## src/rtl/mem_bus_arbiter.sv

```systemverilog
// Shares the single memory port between instruction fetch (IF) and load/store (LS).
// Define MEM_ARB_RR_EN for alternating priority; otherwise LS always beats IF.
module mem_bus_arbiter #(
    parameter int ADDR_W = 32,
    parameter int DATA_W = 32
) (
    input  logic                clk,
    input  logic                rst_n,
    input  logic                if_req,
    input  logic [ADDR_W-1:0]   if_addr,
    output logic                if_gnt,
    output logic                if_rvalid,
    output logic [DATA_W-1:0]   if_rdata,
    input  logic                ls_req,
    input  logic                ls_we,
    input  logic [ADDR_W-1:0]   ls_addr,
    input  logic [DATA_W-1:0]   ls_wdata,
    input  logic [DATA_W/8-1:0] ls_be,
    output logic                ls_gnt,
    output logic                ls_rvalid,
    output logic [DATA_W-1:0]   ls_rdata,
    output logic                mem_req,
    output logic                mem_we,
    output logic [ADDR_W-1:0]   mem_addr,
    output logic [DATA_W-1:0]   mem_wdata,
    output logic [DATA_W/8-1:0] mem_be,
    input  logic                mem_ack,
    input  logic [DATA_W-1:0]   mem_rdata,
    output logic                busy
);
    localparam int BE_W = DATA_W / 8;
    localparam logic OWN_IF = 1'b0;
    localparam logic OWN_LS = 1'b1;

    typedef enum logic {S_IDLE = 1'b0, S_XFER = 1'b1} state_t;

    state_t              r_state;
    state_t              w_state_nxt;
    logic                w_take;
    logic                w_pick_ls;
    logic                w_done;
    logic                r_own;
    logic                r_if_gnt;
    logic                r_ls_gnt;
    logic                r_if_rvalid;
    logic                r_ls_rvalid;
    logic [DATA_W-1:0]   r_if_rdata;
    logic [DATA_W-1:0]   r_ls_rdata;
    logic                r_mem_we;
    logic [ADDR_W-1:0]   r_mem_addr;
    logic [DATA_W-1:0]   r_mem_wdata;
    logic [BE_W-1:0]     r_mem_be;
`ifdef MEM_ARB_RR_EN
    logic                r_last;
`endif

    always_ff @(posedge clk) begin
        if (!rst_n) r_state <= S_IDLE;
        else        r_state <= w_state_nxt;
    end

    always_comb begin
        w_state_nxt = r_state;
        w_take      = 1'b0;
        w_pick_ls   = 1'b0;
        w_done      = 1'b0;
        case (r_state)
            S_IDLE: begin
                if (ls_req || if_req) begin
                    w_take      = 1'b1;
                    w_state_nxt = S_XFER;
`ifdef MEM_ARB_RR_EN
                    // On a tie, hand the port to whoever did not have it last.
                    if (ls_req && if_req) w_pick_ls = (r_last == OWN_IF);
                    else                  w_pick_ls = ls_req;
`else
                    w_pick_ls = ls_req;
`endif
                end
            end
            S_XFER: begin
                if (mem_ack) begin
                    w_done      = 1'b1;
                    w_state_nxt = S_IDLE;
                end
            end
            default: w_state_nxt = S_IDLE;
        endcase
    end

    always_ff @(posedge clk) begin
        if (!rst_n) begin
            r_own       <= OWN_IF;
            r_if_gnt    <= 1'b0;
            r_ls_gnt    <= 1'b0;
            r_if_rvalid <= 1'b0;
            r_ls_rvalid <= 1'b0;
            r_if_rdata  <= '0;
            r_ls_rdata  <= '0;
            r_mem_we    <= 1'b0;
            r_mem_addr  <= '0;
            r_mem_wdata <= '0;
            r_mem_be    <= '0;
`ifdef MEM_ARB_RR_EN
            r_last      <= OWN_IF;
`endif
        end else begin
            r_if_gnt    <= 1'b0;
            r_ls_gnt    <= 1'b0;
            r_if_rvalid <= 1'b0;
            r_ls_rvalid <= 1'b0;
            if (w_take) begin
                r_own    <= w_pick_ls;
                r_if_gnt <= ~w_pick_ls;
                r_ls_gnt <= w_pick_ls;
`ifdef MEM_ARB_RR_EN
                r_last   <= w_pick_ls;
`endif
                if (w_pick_ls) begin
                    r_mem_we    <= ls_we;
                    r_mem_addr  <= ls_addr;
                    r_mem_wdata <= ls_we ? ls_wdata : '0;
                    r_mem_be    <= ls_we ? ls_be : '1;
                end else begin
                    r_mem_we    <= 1'b0;
                    r_mem_addr  <= if_addr;
                    r_mem_wdata <= '0;
                    r_mem_be    <= '1;
                end
            end
            // Stores complete with zero data so the LSU never sees stale read data.
            if (w_done) begin
                if (r_own == OWN_LS) begin
                    r_ls_rvalid <= 1'b1;
                    r_ls_rdata  <= r_mem_we ? '0 : mem_rdata;
                end else begin
                    r_if_rvalid <= 1'b1;
                    r_if_rdata  <= mem_rdata;
                end
            end
        end
    end

    assign mem_req   = (r_state == S_XFER);
    assign busy      = (r_state == S_XFER);
    assign mem_we    = r_mem_we;
    assign mem_addr  = r_mem_addr;
    assign mem_wdata = r_mem_wdata;
    assign mem_be    = r_mem_be;
    assign if_gnt    = r_if_gnt;
    assign ls_gnt    = r_ls_gnt;
    assign if_rvalid = r_if_rvalid;
    assign ls_rvalid = r_ls_rvalid;
    assign if_rdata  = r_if_rdata;
    assign ls_rdata  = r_ls_rdata;

endmodule

```

## config.mk

```make
export PLATFORM = sky130hd
export DESIGN_NAME = mem_bus_arbiter
export DESIGN_NICKNAME = d
export VERILOG_FILES = /design/src/rtl/mem_bus_arbiter.sv
export SDC_FILE = /design/constraint.sdc
export NUM_CORES = 1
export LEC_CHECK = 0
export CAP_MARGIN = 30
export CORE_UTILIZATION = 28
export DETAILED_ROUTE_END_ITERATION = 8
export HOLD_SLACK_MARGIN = 0.02
export MAX_ROUTING_LAYER = met4
export PLACE_DENSITY = 0.71
export SLEW_MARGIN = 5
export SYNTH_ARGS = -nofsm -noshare
export SYNTH_HDL_FRONTEND = slang
export SYNTH_SLANG_ARGS = --single-unit
```

## constraint.sdc

```tcl
create_clock -name clk -period 2.15 [get_ports clk]
set_clock_uncertainty 0.15 [all_clocks]
set_input_delay 0.43 -clock clk [delete_from_list [all_inputs] [get_ports clk]]
set_output_delay 0.43 -clock clk [all_outputs]
set_load 0.02 [all_outputs]
```

==> results.md <==
- Status: finished clean
- Fmax: 0.500 GHz
- IO Pins: 277
- CP required: 1.57 ns
- Starting DRT DRC Count: 138
- Met1 Use GR: 19.6%
- Vias: 4651
- Layout cells sized above 1: 7.25%
- Max Slew Vio Count: 0
- Final Hold Viols: 0
- Row cnt: 48
- Clock Sinks: 139
- Global routing usage on met3: 4.56%
- Predominant post-synthesis flop cell: dfxtp_1
- Synth top area share: 54.7%
- DIE HEIGHT: 137 µm
- Worst-path cell chain: clkdlybuf4s50_1
- Finished Cell Area: 8680 µm²
- Residual DRC count: 0
- CTS max path bufs: 2
- Placement Setup Slack: 0.0802 ns
- Diode count: 0
- Post-synth top area cell: dfxtp_1
- Initial Utilization: 29.0%
- CP max FO: 2
- Die area: 18700 µm²
- WP data arrival: 1.42 ns
- CP max stage delay: 0.64 ns
- Commonest non-fill, non-tap cell in the layout: clkdlybuf4s50_1
- Startpoint Class: flop
- Worst-Skew Late Latency: 0.41 ns
- ANT nets after route: 0
- H-tree depth: 4
- Power Total: 0.00683 W
- TritonCTS clock tree: yes
- Min-delay worst type: in2reg
- Num CTS Buffers: 17
- Post-synth EDFFs: 0
- Power Density: 787 nW/µm²
- Buf/Inv on CP: 1
- Largest net degree at the start of global routing: 66
- Max VDD drop: 0.541 mV
- Slew HR: 72.8%
- Detailed Route WL: 15.4 mm
- Synth cell types: 28
- Global-route wire length before repair: 23.0 mm
- Global Route met2 Usage: 26.5%
- Final period utilization: 93.0%
- Total GRT Usage: 16.5%
- PnR worst setup slack: 0.151 ns
- Mean Syn Cell Area: 10.2 µm²
- GR peak layer: met2
- Vias in the first global route: 4434
- Crit path capture type: output pin
- Synth Instances: 499
- Clock transition at path regs: 0.07 ns
- Max-cap violations: 0
- Initial antenna violation count: 0
- Area after DPL: 8070 µm²
- Setup TNS: 0 ns
- Seq/Total Area, Yosys: 54.7%
- Input/output buffers: 276
- Core Region: 17500 µm²
- Final GP Congestion: 0.719
- Worst slew pin tran: 0.408 ns
- Largest cells by area after synthesis: dfxtp_1 (55%), mux2i_1 (6.3%), a22o_1 (5.5%), o2bb2ai_1 (5.5%), or3b_1 (5.5%)
- Avg WL per Cell: 15.5 µm
- Unrepaired setup endpoints after global routing: no
- Synth async-reset ratio: 0%
- Yosys reg bits: 139
- Setup Viol. Count Final: 0
- Post-Synthesis Net Count: 637
- Synth warn: 0
- Die W: 137 µm
- Area grow syn2layout: 70.6%
- GRT Residual Overflow: 0
- Cell Area, Synth: 5090 µm²
- Most frequent cells in the layout: clkdlybuf4s50_1 (272), dfxtp_1 (138), nand2_1 (65)
- Vias per cell: 4.66
- Period minus WS final: 2.00 ns
- HPWL Detailed: 10.9 mm
- CP max stage cell: clkdlybuf4s50_1
- Clock root buffer master: clkbuf_16
- Cell family with the largest share of critical-path delay: buffers and inverters
- TritonRoute pass-1 iters: 4
- LEAKAGE: 3.23 nW
- WS Path Type: reg2out
- Fill count: 1637
- Final net count: 897
-- timing repair --
item | CTS | global route
setup endpoints to repair | 2 | 1
buffers inserted | 0 | 0
hold buffers | 0 | 0
gates resized for setup | 2 | 1
-- report_power, final --
part	switching (W)	internal, W
Clock	0.00119	0.00185
Sequential	0.0000667	0.00270
Combinational	0.000464	0.000561
-- through the flow --
stage                     utilization [%]  cells  hold slack (ns)
after floorplan                         -    499            0.338
after global placement               46.0    965            0.287
after detailed placement             46.0    965            0.292
after CTS                            49.5    997            0.218
after global routing                 49.5    997            0.222
final                                49.5    997            0.238
-- cell usage after synthesis, types with 7 or more instances --
master	n
a21oi_1	34
a22o_1	32
buf_2	9
buf_4	7
clkbuf_1	19
dfxtp_1	139
mux2i_1	32
nand2_1	65
nand3_1	32
o21ai_0	32
o2bb2ai_1	32
or3b_1	32
-- routing by layer --
metal	part of all wire [%]	up-vias
li1	-	2312
met1	44	2150
met5	0	-
met2	48	167
met3	6.3	22
met4	1.9	0
-- registers in the layout (all words and copies together), names as in the netlist --
register	cells
busy	1
if_gnt	1
if_rdata	32
if_rvalid	1
ls_gnt	1
ls_rdata	32
ls_rvalid	1
mem_addr	32
mem_be	4
mem_wdata	32
mem_we	1
r_own	1
-- logic make-up after synthesis --
kind of cell | Yosys count | synth area share, %
DFF | 139 | 54.7
buffers and inverters | 49 | 5.23
and+or+nand+nor | 142 | 15.0
muxes | 32 | 6.29
AOI/OAI and AO/OA | 137 | 18.8
-- cell type report --
cell class / instances / area, µm² / share of cell area [%]
inverter: 2 / 7.51 / 0.0865
tap: 225 / 282 / 3.24
multi-input combinational: 311 / 2050 / 23.6
clock inverter: 15 / 188 / 2.16
timing repair buffer: 288 / 2940 / 33.9
sequential: 139 / 2780 / 32.1
clock buffer: 17 / 425 / 4.90
-- worst paths after layout --
path	start	end	slack [ns]	cells after the start
setup reg to reg	busy$_SDFF_PN0_	mem_wdata[9]$_SDFFE_PN0P_	0.59	4
hold / removal	rst_n	mem_be[3]$_SDFFE_PN0P_	0.24	2
hold reg to reg	ls_rdata[12]$_SDFFE_PN0P_	ls_rdata[12]$_SDFFE_PN0P_	0.30	2
setup / recovery	mem_wdata[22]$_SDFFE_PN0P_	mem_wdata[22]	0.15	1
No activity file was read; power rests on OpenSTA's default activity.
